## src/rtl/axil_pkg.sv

```systemverilog
// Shared types for the AXI4-Lite register file: response codes, channel FSM
// states and the byte-lane merge used when committing a strobed write.
package axil_pkg;

  typedef enum logic [1:0] {
    RESP_OKAY   = 2'b00,
    RESP_EXOKAY = 2'b01,
    RESP_SLVERR = 2'b10,
    RESP_DECERR = 2'b11
  } resp_t;

  typedef enum logic {
    W_IDLE = 1'b0,
    W_RESP = 1'b1
  } wr_state_t;

  typedef enum logic {
    R_IDLE = 1'b0,
    R_RESP = 1'b1
  } rd_state_t;

  localparam int unsigned MAX_DATA_W = 64;

  // Sized for the widest bus; narrower callers zero-extend and keep the low slice.
  function automatic logic [MAX_DATA_W-1:0] apply_wstrb(
    input logic [MAX_DATA_W-1:0]   old_v,
    input logic [MAX_DATA_W-1:0]   new_v,
    input logic [MAX_DATA_W/8-1:0] strb
  );
    logic [MAX_DATA_W-1:0] res;
    res = old_v;
    for (int b = 0; b < MAX_DATA_W / 8; b++) begin
      if (strb[b]) begin
        res[b*8 +: 8] = new_v[b*8 +: 8];
      end else begin
        res[b*8 +: 8] = old_v[b*8 +: 8];
      end
    end
    return res;
  endfunction

endpackage

```

## src/rtl/axil_wr_ctrl.sv

```systemverilog
// Write-side control: AW/W hold registers, write response FSM and the commit
// strobe (index, data, strobes, OK/error) consumed by the register array.
module axil_wr_ctrl
  import axil_pkg::*;
#(
  parameter int unsigned         ADDR_W   = 32,
  parameter int unsigned         DATA_W   = 32,
  parameter int unsigned         NUM_REGS = 16,
  parameter logic [NUM_REGS-1:0] RO_MASK  = '0,
  parameter int unsigned         IDX_W    = $clog2(NUM_REGS)
) (
  input  logic                clk_i,
  input  logic                rst_i,
  input  logic                awvalid_i,
  output logic                awready_o,
  input  logic [ADDR_W-1:0]   awaddr_i,
  input  logic                wvalid_i,
  output logic                wready_o,
  input  logic [DATA_W-1:0]   wdata_i,
  input  logic [DATA_W/8-1:0] wstrb_i,
  output logic                bvalid_o,
  input  logic                bready_i,
  output logic [1:0]          bresp_o,
  output logic                commit_ok_o,
  output logic [IDX_W-1:0]    commit_idx_o,
  output logic [DATA_W-1:0]   commit_data_o,
  output logic [DATA_W/8-1:0] commit_strb_o
);

  localparam int unsigned LSB    = $clog2(DATA_W / 8);
  localparam int unsigned STRB_W = DATA_W / 8;

  wr_state_t           state_q;
  logic                aw_held_q, w_held_q, awready_q, wready_q, bvalid_q;
  logic [ADDR_W-1:0]   awaddr_q;
  logic [DATA_W-1:0]   wdata_q;
  logic [STRB_W-1:0]   wstrb_q;
  resp_t               bresp_q;

  logic                aw_hs_s, w_hs_s, commit_s, in_range_s, ok_s;
  logic [ADDR_W-1:0]   addr_s, word_s;
  logic [DATA_W-1:0]   data_s;
  logic [STRB_W-1:0]   strb_s;
  logic [IDX_W-1:0]    idx_s;

  // Held values take priority over the live bus so either arrival order works.
  always_comb begin
    aw_hs_s    = awvalid_i && awready_q;
    w_hs_s     = wvalid_i && wready_q;
    addr_s     = aw_held_q ? awaddr_q : awaddr_i;
    data_s     = w_held_q ? wdata_q : wdata_i;
    strb_s     = w_held_q ? wstrb_q : wstrb_i;
    word_s     = addr_s >> LSB;
    idx_s      = word_s[IDX_W-1:0];
    in_range_s = (word_s < ADDR_W'(NUM_REGS));
    ok_s       = in_range_s && !RO_MASK[idx_s];
    commit_s   = (state_q == W_IDLE) && (aw_held_q || aw_hs_s) && (w_held_q || w_hs_s);
  end

  // Write FSM with hold registers; READY flags are registered and rise one cycle after reset.
  always_ff @(posedge clk_i or posedge rst_i) begin
    if (rst_i) begin
      state_q   <= W_IDLE;
      aw_held_q <= 1'b0;
      w_held_q  <= 1'b0;
      awaddr_q  <= '0;
      wdata_q   <= '0;
      wstrb_q   <= '0;
      awready_q <= 1'b0;
      wready_q  <= 1'b0;
      bvalid_q  <= 1'b0;
      bresp_q   <= RESP_OKAY;
    end else begin
      case (state_q)
        W_IDLE: begin
          if (commit_s) begin
            state_q   <= W_RESP;
            aw_held_q <= 1'b0;
            w_held_q  <= 1'b0;
            awready_q <= 1'b0;
            wready_q  <= 1'b0;
            bvalid_q  <= 1'b1;
            bresp_q   <= ok_s ? RESP_OKAY : RESP_SLVERR;
          end else begin
            if (aw_hs_s) begin
              aw_held_q <= 1'b1;
              awaddr_q  <= awaddr_i;
            end
            if (w_hs_s) begin
              w_held_q <= 1'b1;
              wdata_q  <= wdata_i;
              wstrb_q  <= wstrb_i;
            end
            awready_q <= !(aw_held_q || aw_hs_s);
            wready_q  <= !(w_held_q || w_hs_s);
          end
        end
        W_RESP: begin
          if (bready_i) begin
            state_q   <= W_IDLE;
            bvalid_q  <= 1'b0;
            awready_q <= 1'b1;
            wready_q  <= 1'b1;
          end
        end
        default: begin
          state_q   <= W_IDLE;
          bvalid_q  <= 1'b0;
          awready_q <= 1'b0;
          wready_q  <= 1'b0;
        end
      endcase
    end
  end

  assign awready_o     = awready_q;
  assign wready_o      = wready_q;
  assign bvalid_o      = bvalid_q;
  assign bresp_o       = bresp_q;
  assign commit_ok_o   = commit_s && ok_s;
  assign commit_idx_o  = idx_s;
  assign commit_data_o = data_s;
  assign commit_strb_o = strb_s;

endmodule

```

## src/rtl/axil_slave_regfile.sv

```systemverilog
// AXI4-Lite CSR endpoint: NUM_REGS x DATA_W register array with read-only
// slots sourced from hardware, strobed writes and SLVERR on bad accesses.
module axil_slave_regfile
  import axil_pkg::*;
#(
  parameter int unsigned         ADDR_W   = 32,
  parameter int unsigned         DATA_W   = 32,
  parameter int unsigned         NUM_REGS = 16,
  parameter logic [NUM_REGS-1:0] RO_MASK  = '0
) (
  input  logic                         ACLK,
  input  logic                         ARESET,
  input  logic                         AWVALID,
  output logic                         AWREADY,
  input  logic [ADDR_W-1:0]            AWADDR,
  input  logic [2:0]                   AWPROT,
  input  logic                         WVALID,
  output logic                         WREADY,
  input  logic [DATA_W-1:0]            WDATA,
  input  logic [DATA_W/8-1:0]          WSTRB,
  output logic                         BVALID,
  input  logic                         BREADY,
  output logic [1:0]                   BRESP,
  input  logic                         ARVALID,
  output logic                         ARREADY,
  input  logic [ADDR_W-1:0]            ARADDR,
  input  logic [2:0]                   ARPROT,
  output logic                         RVALID,
  input  logic                         RREADY,
  output logic [DATA_W-1:0]            RDATA,
  output logic [1:0]                   RRESP,
  output logic [NUM_REGS*DATA_W-1:0]   regs_o,
  input  logic [NUM_REGS*DATA_W-1:0]   hw_rd_data_i,
  output logic [NUM_REGS-1:0]          wr_pulse_o
);

  localparam int unsigned LSB    = $clog2(DATA_W / 8);
  localparam int unsigned IDX_W  = $clog2(NUM_REGS);
  localparam int unsigned STRB_W = DATA_W / 8;

  if (!(DATA_W == 32 || DATA_W == 64)) begin : g_bad_data_w
    $error("axil_slave_regfile: DATA_W must be 32 or 64");
  end
  if (NUM_REGS < 2) begin : g_bad_num_regs
    $error("axil_slave_regfile: NUM_REGS must be at least 2");
  end

  logic [DATA_W-1:0]     regs_q [NUM_REGS];
  logic [DATA_W-1:0]     hw_s   [NUM_REGS];
  logic [NUM_REGS-1:0]   wr_pulse_q;
  logic                  commit_ok_s;
  logic [IDX_W-1:0]      commit_idx_s;
  logic [DATA_W-1:0]     commit_data_s;
  logic [STRB_W-1:0]     commit_strb_s;
  logic [MAX_DATA_W-1:0] merged_full_s;

  rd_state_t             rd_state_q;
  logic                  arready_q, rvalid_q;
  logic [DATA_W-1:0]     rdata_q;
  resp_t                 rresp_q;
  logic                  ar_hs_s, ar_in_range_s;
  logic [ADDR_W-1:0]     ar_word_s;
  logic [IDX_W-1:0]      ar_idx_s;
  logic [DATA_W-1:0]     rd_val_s;

  for (genvar i = 0; i < NUM_REGS; i++) begin : g_flat
    assign regs_o[i*DATA_W +: DATA_W] = regs_q[i];
    assign hw_s[i]                    = hw_rd_data_i[i*DATA_W +: DATA_W];
  end

  axil_wr_ctrl #(
    .ADDR_W   (ADDR_W),
    .DATA_W   (DATA_W),
    .NUM_REGS (NUM_REGS),
    .RO_MASK  (RO_MASK),
    .IDX_W    (IDX_W)
  ) u_wr_ctrl (
    .clk_i         (ACLK),
    .rst_i         (ARESET),
    .awvalid_i     (AWVALID),
    .awready_o     (AWREADY),
    .awaddr_i      (AWADDR),
    .wvalid_i      (WVALID),
    .wready_o      (WREADY),
    .wdata_i       (WDATA),
    .wstrb_i       (WSTRB),
    .bvalid_o      (BVALID),
    .bready_i      (BREADY),
    .bresp_o       (BRESP),
    .commit_ok_o   (commit_ok_s),
    .commit_idx_o  (commit_idx_s),
    .commit_data_o (commit_data_s),
    .commit_strb_o (commit_strb_s)
  );

  assign merged_full_s = apply_wstrb(MAX_DATA_W'(regs_q[commit_idx_s]),
                                     MAX_DATA_W'(commit_data_s),
                                     (MAX_DATA_W/8)'(commit_strb_s));

  // Register array update and the one-cycle commit pulse.
  always_ff @(posedge ACLK or posedge ARESET) begin
    if (ARESET) begin
      for (int i = 0; i < NUM_REGS; i++) begin
        regs_q[i] <= '0;
      end
      wr_pulse_q <= '0;
    end else begin
      wr_pulse_q <= '0;
      if (commit_ok_s) begin
        regs_q[commit_idx_s] <= merged_full_s[DATA_W-1:0];
        if (|commit_strb_s) begin
          wr_pulse_q[commit_idx_s] <= 1'b1;
        end
      end
    end
  end

  // Read decode samples the array before this edge's write lands, so a same-edge read sees old data.
  always_comb begin
    ar_hs_s       = ARVALID && arready_q;
    ar_word_s     = ARADDR >> LSB;
    ar_idx_s      = ar_word_s[IDX_W-1:0];
    ar_in_range_s = (ar_word_s < ADDR_W'(NUM_REGS));
    if (RO_MASK[ar_idx_s]) begin
      rd_val_s = hw_s[ar_idx_s];
    end else begin
      rd_val_s = regs_q[ar_idx_s];
    end
  end

  // Read FSM: response registered on the AR handshake edge and held until RREADY.
  always_ff @(posedge ACLK or posedge ARESET) begin
    if (ARESET) begin
      rd_state_q <= R_IDLE;
      arready_q  <= 1'b0;
      rvalid_q   <= 1'b0;
      rdata_q    <= '0;
      rresp_q    <= RESP_OKAY;
    end else begin
      case (rd_state_q)
        R_IDLE: begin
          if (ar_hs_s) begin
            rd_state_q <= R_RESP;
            arready_q  <= 1'b0;
            rvalid_q   <= 1'b1;
            rdata_q    <= ar_in_range_s ? rd_val_s : '0;
            rresp_q    <= ar_in_range_s ? RESP_OKAY : RESP_SLVERR;
          end else begin
            arready_q <= 1'b1;
          end
        end
        R_RESP: begin
          if (RREADY) begin
            rd_state_q <= R_IDLE;
            rvalid_q   <= 1'b0;
            arready_q  <= 1'b1;
          end
        end
        default: begin
          rd_state_q <= R_IDLE;
          arready_q  <= 1'b0;
          rvalid_q   <= 1'b0;
        end
      endcase
    end
  end

  assign ARREADY    = arready_q;
  assign RVALID     = rvalid_q;
  assign RDATA      = rdata_q;
  assign RRESP      = rresp_q;
  assign wr_pulse_o = wr_pulse_q;

  logic unused_s;
  assign unused_s = ^{AWPROT, ARPROT, merged_full_s};

endmodule

```

## config.mk

```make
export PLATFORM = sky130hd
export DESIGN_NAME = axil_slave_regfile
export DESIGN_NICKNAME = d
export VERILOG_FILES = /design/src/rtl/axil_pkg.sv /design/src/rtl/axil_wr_ctrl.sv /design/src/rtl/axil_slave_regfile.sv
export SDC_FILE = /design/constraint.sdc
export NUM_CORES = 1
export LEC_CHECK = 0
export CAP_MARGIN = 20
export CORE_AREA = 2 2 467 469
export DETAILED_ROUTE_END_ITERATION = 10
export DIE_AREA = 0 0 469 471
export PLACE_DENSITY = 0.33
export SYNTH_ARGS = -nofsm -noshare
export SYNTH_HDL_FRONTEND = slang
export SYNTH_SLANG_ARGS = --single-unit
```

## constraint.sdc

```tcl
create_clock -name ACLK -period 64.1 [get_ports ACLK]
set_clock_uncertainty 0.05 [all_clocks]
set_input_delay 19.23 -clock ACLK [delete_from_list [all_inputs] [get_ports ACLK]]
set_output_delay 19.23 -clock ACLK [all_outputs]
set_load 0.02 [all_outputs]
```

# Word level (Yosys, flattened, before mapping)
# Memories as Yosys holds them, arrays and structs flattened.
# Cells that the tools add are included.
[word_totals] register_bits=641 romBits=32 in_bits=625 output_inout_bits=569 elab_cells=129 mem_count=2
[mem_list] memory="(name not given)" words=16 word_bits=1 rd=1 rd_clocked_by_memory_dff=0 write_ports=0 line_no="axil_wr_ctrl.sv:56" text="ok_s = in_range_s && !RO_MASK[idx_s];"
[mem_list] memory="(name not given)" words=16 word_bits=1 rd=1 rd_clocked_by_memory_dff=0 write_ports=0 line_no="axil_slave_regfile.sv:124" text="if (RO_MASK[ar_idx_s]) begin"
[op_classes] n_lt_le_gt_ge=8 eq_ne=4 mux=53 bitwise_logic=5 n_reduce_logical=25
[op_table] cell="$bwmux 512" n=1
[op_table] cell="$bmux 32 s4" n=3
[op_table] cell="$mux 32" n=11
[op_table] cell="$demux 32 s4" n=1
[op_table] cell="$lt 30x5->1 const B" n=2
[op_table] cell="$mux 16" n=2
[op_table] cell="$mux 8" n=4
[op_table] cell="$mux 1" n=20
[op_table] cell="$pmux 1 s2" n=7
[op_table] cell="$reduce_and 2->1" n=6
[op_table] cell="$ge 5x5->1 const B" n=2
[op_table] cell="$lt 4x5->1 const B" n=2
[op_table] cell="$not 4->5" n=2
[op_table] cell="$logic_and 1x1->1" n=9
[op_table] cell="$ne 2x2->1 const B" n=3
[op_table] cell="$reduce_and 3->1" n=2
[op_table] cell="$lt 5x1->1 const B" n=1
[op_table] cell="$demux 1 s4" n=1
[op_table] cell="$ge 4x1->1 const B" n=1
[op_table] cell="$mux 2" n=2
[op_table] cell="$mux 4" n=1
[op_table] cell="$reduce_bool 2->1" n=2
[op_table] cell="$reduce_or 4->1" n=1
[op_table] cell="$logic_not 1->1" n=3
[op_table] cell="other kinds (3)" n=6

# Depth between registers and ports, before layout
[depth] ltp_word=7 ltp_mapped=11 ltp_nobuf=6

# Hierarchy
# A second synthesis with hierarchy kept.
[hier_totals] hier_cells=2765 area_unflattened_um2=31736.7
[by_module_without_submodules] mod="axil_slave_regfile" instances=1 cells_each=2525 area_each_um2=28342.2 seq_area_each_um2=14113.5
[by_module_without_submodules] mod="axil_wr_ctrl" instances=1 cells_each=240 area_each_um2=3394.5 seq_area_each_um2=1826.8

# Least setup slack after synthesis
# No wires, ideal clock.
[synth_timing] path_type="input to register" from="input AWADDR[2]" to="register regs_q (netlist bit regs_o[111])" setup_time_ps=125 arrival_time_ps=21242 required_time_ps=63925 setup_slack_ps=42683 stages=9 n_path_buf=3 cell_sequence="and3b_1 buf_2 or2_1 buf_4 a2111o_1 a2111oi_0 a21oi_1 buf_2 mux2_2"
[synth_between] elab_chain_len=7 elab_cells_between_ends=18 classes_between="order compare: 3; mux: 9; bitwise: 1; reduce/logical: 4; memory: 1"
[synth_rtl] element="start, declared" line_no="axil_slave_regfile.sv:15" text="input logic [ADDR_W-1:0] AWADDR,"
[synth_rtl] element="$mux 32 *" line_no="axil_wr_ctrl.sv:50" text="addr_s = aw_held_q ? awaddr_q : awaddr_i;"
[synth_rtl] element="$not 4->5 (implied by the code)" line_no="axil_slave_regfile.sv:96, axil_slave_regfile.sv:110"
[synth_rtl] element="$ge 5x5->1 (implied by the code) (tied with other cells)" line_no="axil_slave_regfile.sv:110" text="regs_q[commit_idx_s] <= merged_full_s[DATA_W-1:0];"
[synth_rtl] element="$logic_and 1x1->1 (implied by the code) / $mux 32 (equally long branches)" line_no="axil_slave_regfile.sv:110, axil_slave_regfile.sv:96"
[synth_rtl] element="$mux 32, on equally long branches" line_no="axil_slave_regfile.sv:110, axil_slave_regfile.sv:96"
[synth_rtl] element="$demux 32 s4 / $mux 8 (equally long branches)" line_no="axil_slave_regfile.sv:110, axil_pkg.sv:33"
[synth_rtl] element="$bwmux 512" line_no="axil_slave_regfile.sv:110"
[synth_rtl] element="end signal, assigned by index" line_no="axil_slave_regfile.sv:110"
[synth_rtl] element="end, declared" line_no="axil_slave_regfile.sv:48" text="logic [DATA_W-1:0] regs_q [NUM_REGS];"
# Mark *: on every way between the ends. The rest lies on a longest branch, timed or not. The select of a mux whose other input is x is not followed.
# A chain may end at the register's enable or synchronous reset.

# Worst setup path in the final report
[layout_timing] from="input AWADDR[3]" to="register regs_q (netlist bit regs_o[107])"
# The elaborated chain is that of the path after synthesis.

==> metrics.md <==
| Metric | Value |
|---|---|
| Worst vdd ir | between 0.015 and 0.02 mV |
| Fin nets | between 3000 and 4000 |
| Avg Cell Area, Syn | between 10 and 15 um^2 |
| Clk root buf | clkbuf_16 |
| Worst skew pair latency | 0.75 ns |
| Status | finished clean |
| Pwr/cell area | roughly 28 nW/um^2 |
| Die Y | between 400 and 500 um |
| Post-Syn Area | 33300 um^2 |
| Post-CTS sizing | 0 |
| Sequential fraction of the synthesis area | a little under half |
| EDFF count, synth | 0 |
| Initial DRC count | 1803 |
| Critical-path maximum fanout | 38 |
| YS warnings | 0 |
| Die area | approximately 220000 um^2 |
| Post CTS Setup Buffer Count | 0 |
| PnR Total Power | 1280 uW |
| Final RePlAce weighted congestion | between 0.7 and 0.8 |
| CP endpoint kind | flip-flop |
| Setup TNS | 0 ns |
| Worst hold margin | 0.424 ns |
| H-tree levels | 3 |
| LEAKAGE | between 0.015 and 0.02 uW |
| Worst hold path type | reg -> reg |
| Mapped Cells | approximately 2600 |
| Boundary Pins | around 1200 |
| CTS tree | done |
| Input/output buffers | between 600 and 700 |
| Primary FF master, synth | dfrtp_1 |
| Min cycle time layout | approximately 23 ns |
| Post-route ant nets | 0 |
| Layout cell share with drive strength beyond 1 | a little over a quarter |
| Largest net degree at the start of global routing | roughly 160 |
| Most frequent cells in the layout | clkdlybuf4s50_1, dfrtp_1, mux2_2, o21ai_0, mux4_2 |
| Initial antenna violation count | 20 |
| Clk buf depth | 3 |
| First-pass GRT wire length | between 200000 and 300000 um |
| Drt pass-1 iters | 5 |
| Row count | ~170 |
| Final setup viols | 0 |
| CTS buffer count | 90 |
| Max Clock Freq | about 43 MHz |
| Final hold vios | 0 |
| Core box area | approximately 220000 um^2 |
| Async S/R FF share, synth | 100% |
| P&R area growth vs syn | 39.0% |
| Die width | between 400 and 500 um |
| Vias/cell | 4.47 |
| Max Cap Viol | 0 |
| Starting Density | between 10% and 20% |
| # clock sinks | about 640 |
| HPWL after DPL | ~140000 um |
| Hold_buf cts | 0 |
| Critical Path RT | roughly 65 ns |
| Worst-margin pin slew | 1.11 ns |
| Residual DRC | 0 |
| DR vias | roughly 27000 |
| Reg clk slew, reported paths | roughly 0.060 ns |
| Total routed wirelength | between 200000 and 250000 um |
| Vias in the first global route | ~28000 |
| Worst Setup Start Kind | primary input |
| Synth cell types | 62 |
| Seq cells post-synth | around 640 |
| Worst EP arrival | roughly 24 ns |
| Total GRT Usage | roughly a fifth |
| Rel. slew slack | about a quarter |
| CP Class | in -> reg |
| Gr ovfl total | 0 |
| Commonest non-fill, non-tap cell in the layout | clkdlybuf4s50_1 |
| Final period utilization | between 30% and 40% |
| RSZ-0062 raised after global routing | false |
| Max-slew violation count | 0 |
| WL/cell | 34.9 um |
[where the power goes]
| part | total [uW] | switching [uW] | leakage [uW] | internal [uW] |
|---|---|---|---|---|
| clock | 531 | 217 | 0.00149 | 314 |
| sequential | 446 | 19.5 | 0.00873 | 426 |
| combinational | 303 | 233 | 0.00862 | 69.9 |
[registers in the layout, summed over array words and instances (netlist names)]
name                 count
u_wr_ctrl.awready_o      1
u_wr_ctrl.wdata_q       32
u_wr_ctrl.state_q        1
u_wr_ctrl.w_held_q       1
wr_pulse_o              16
u_wr_ctrl.wstrb_q        4
regs_o                 512
u_wr_ctrl.bresp_o        1
RRESP                    1
u_wr_ctrl.aw_held_q      1
u_wr_ctrl.awaddr_q      30
u_wr_ctrl.wready_o       1
RVALID                   1
rd_state_q               1
u_wr_ctrl.bvalid_o       1
ARREADY                  1
RDATA                   32
[Yosys cell counts, drive strengths merged, types with 2 or more instances]
| cell | instances | area [um^2] |
|---|---|---|
| a22oi | 58 | 435 |
| o31a | 27 | 236 |
| buf | 107 | 621 |
| nand2b | 6 | 37.5 |
| a32oi | 9 | 78.8 |
| o41a | 6 | 67.6 |
| mux4 | 160 | 3600 |
| nor4 | 13 | 81.3 |
| o22ai | 6 | 43.8 |
| and3b | 3 | 26.3 |
| nand2 | 66 | 248 |
| nand3 | 2 | 10.0 |
| a2111oi | 19 | 185 |
| nor3b | 3 | 22.5 |
| nand4 | 20 | 304 |
| o2111a | 33 | 372 |
| dfrtp | 637 | 15900 |
| a2111o | 2 | 22.5 |
| or2 | 4 | 25.0 |
| nor3 | 7 | 35.0 |
| and2 | 2 | 12.5 |
| o221ai | 27 | 236 |
| mux2 | 563 | 6450 |
| inv | 79 | 297 |
| a41oi | 3 | 26.3 |
| clkbuf | 147 | 552 |
| o22a | 23 | 201 |
| o21a | 111 | 833 |
| and4 | 9 | 78.8 |
| a21oi | 37 | 185 |
| o41ai | 9 | 97.6 |
| a41o | 19 | 190 |
| nor4b | 2 | 23.8 |
| o2111ai | 4 | 35.0 |
| nor2 | 37 | 141 |
| and3 | 2 | 12.5 |
| o21ai | 285 | 1430 |
| nor2b | 3 | 18.8 |
[critical path: stages]
cell	delay, ns
clkdlybuf4s50_1	0.62
and3b_4	0.77
or2_4	0.76
buf_4	0.53
nand4_4	0.73
buf_4	0.57
mux2_1	0.40
[metal layers]
metal | vias to the layer above | share of wire (%) | GRT usage [%]
li1 | 11000 | - | -
met3 | 210 | 9.8 | 7.53
met2 | 1117 | 45 | 29.2
met4 | 12 | 2.2 | 4.21
met1 | 14800 | 43 | 24.2
met5 | - | 0.036 | 0
[cell type report]
class | instances | area (um^2)
Inverter | 79 | 304
Timing Repair Buffer | 743 | 7340
Fill cell | 23200 | 170000
Tap cell | 2854 | 3570
Antenna cell | 3 | 7.51
Clock inverter | 23 | 364
Clock buffer | 137 | 2690
Multi-Input combinational cell | 1591 | 16100
Sequential cell | 637 | 15900
[metrics by stage]
| stage | setup slack, ns | std cells | area [um^2] | utilization [%] |
|---|---|---|---|---|
| 6_report | 40.85 | 6067 | 46300 | 21.4 |
| 5_1_grt | 40.77 | 6065 | 46300 | 21.4 |
| 4_1_cts | 40.77 | 6064 | 46300 | 21.4 |
| 3_5_place_dp | 39.94 | 5904 | 43300 | 20.0 |
| 3_3_place_gp | 39.92 | 5902 | 43200 | 20.0 |
| 2_1_floorplan | 26.98 | 2561 | 33300 | - |
[final timing paths]
path / start / to / slack, ns / cells after the start
worst min register to register: RVALID / RVALID / 0.42 / 2
min in group asynchronous: ARESET / RDATA[1] / 18.94 / 2
max in group asynchronous: ARESET / regs_o[403] / 41.30 / 6
worst max register to register: u_wr_ctrl.aw_held_q / regs_o[107] / 59.15 / 7
worst max-delay path: AWADDR[3] / regs_o[107] / 40.85 / 7
worst min-delay path: RVALID / RVALID / 0.42 / 2
[cells by family after synthesis]
family | Yosys count | share of synthesized area (%)
buffers and inverters | 333 | 4.41
and+or+nand+nor | 181 | 3.28
muxes | 723 | 30.2
other | 1 | 0.0113
AOI/OAI and AO/OA | 685 | 14.3
DFF | 637 | 47.9
Power figures use the tool's default switching activity.
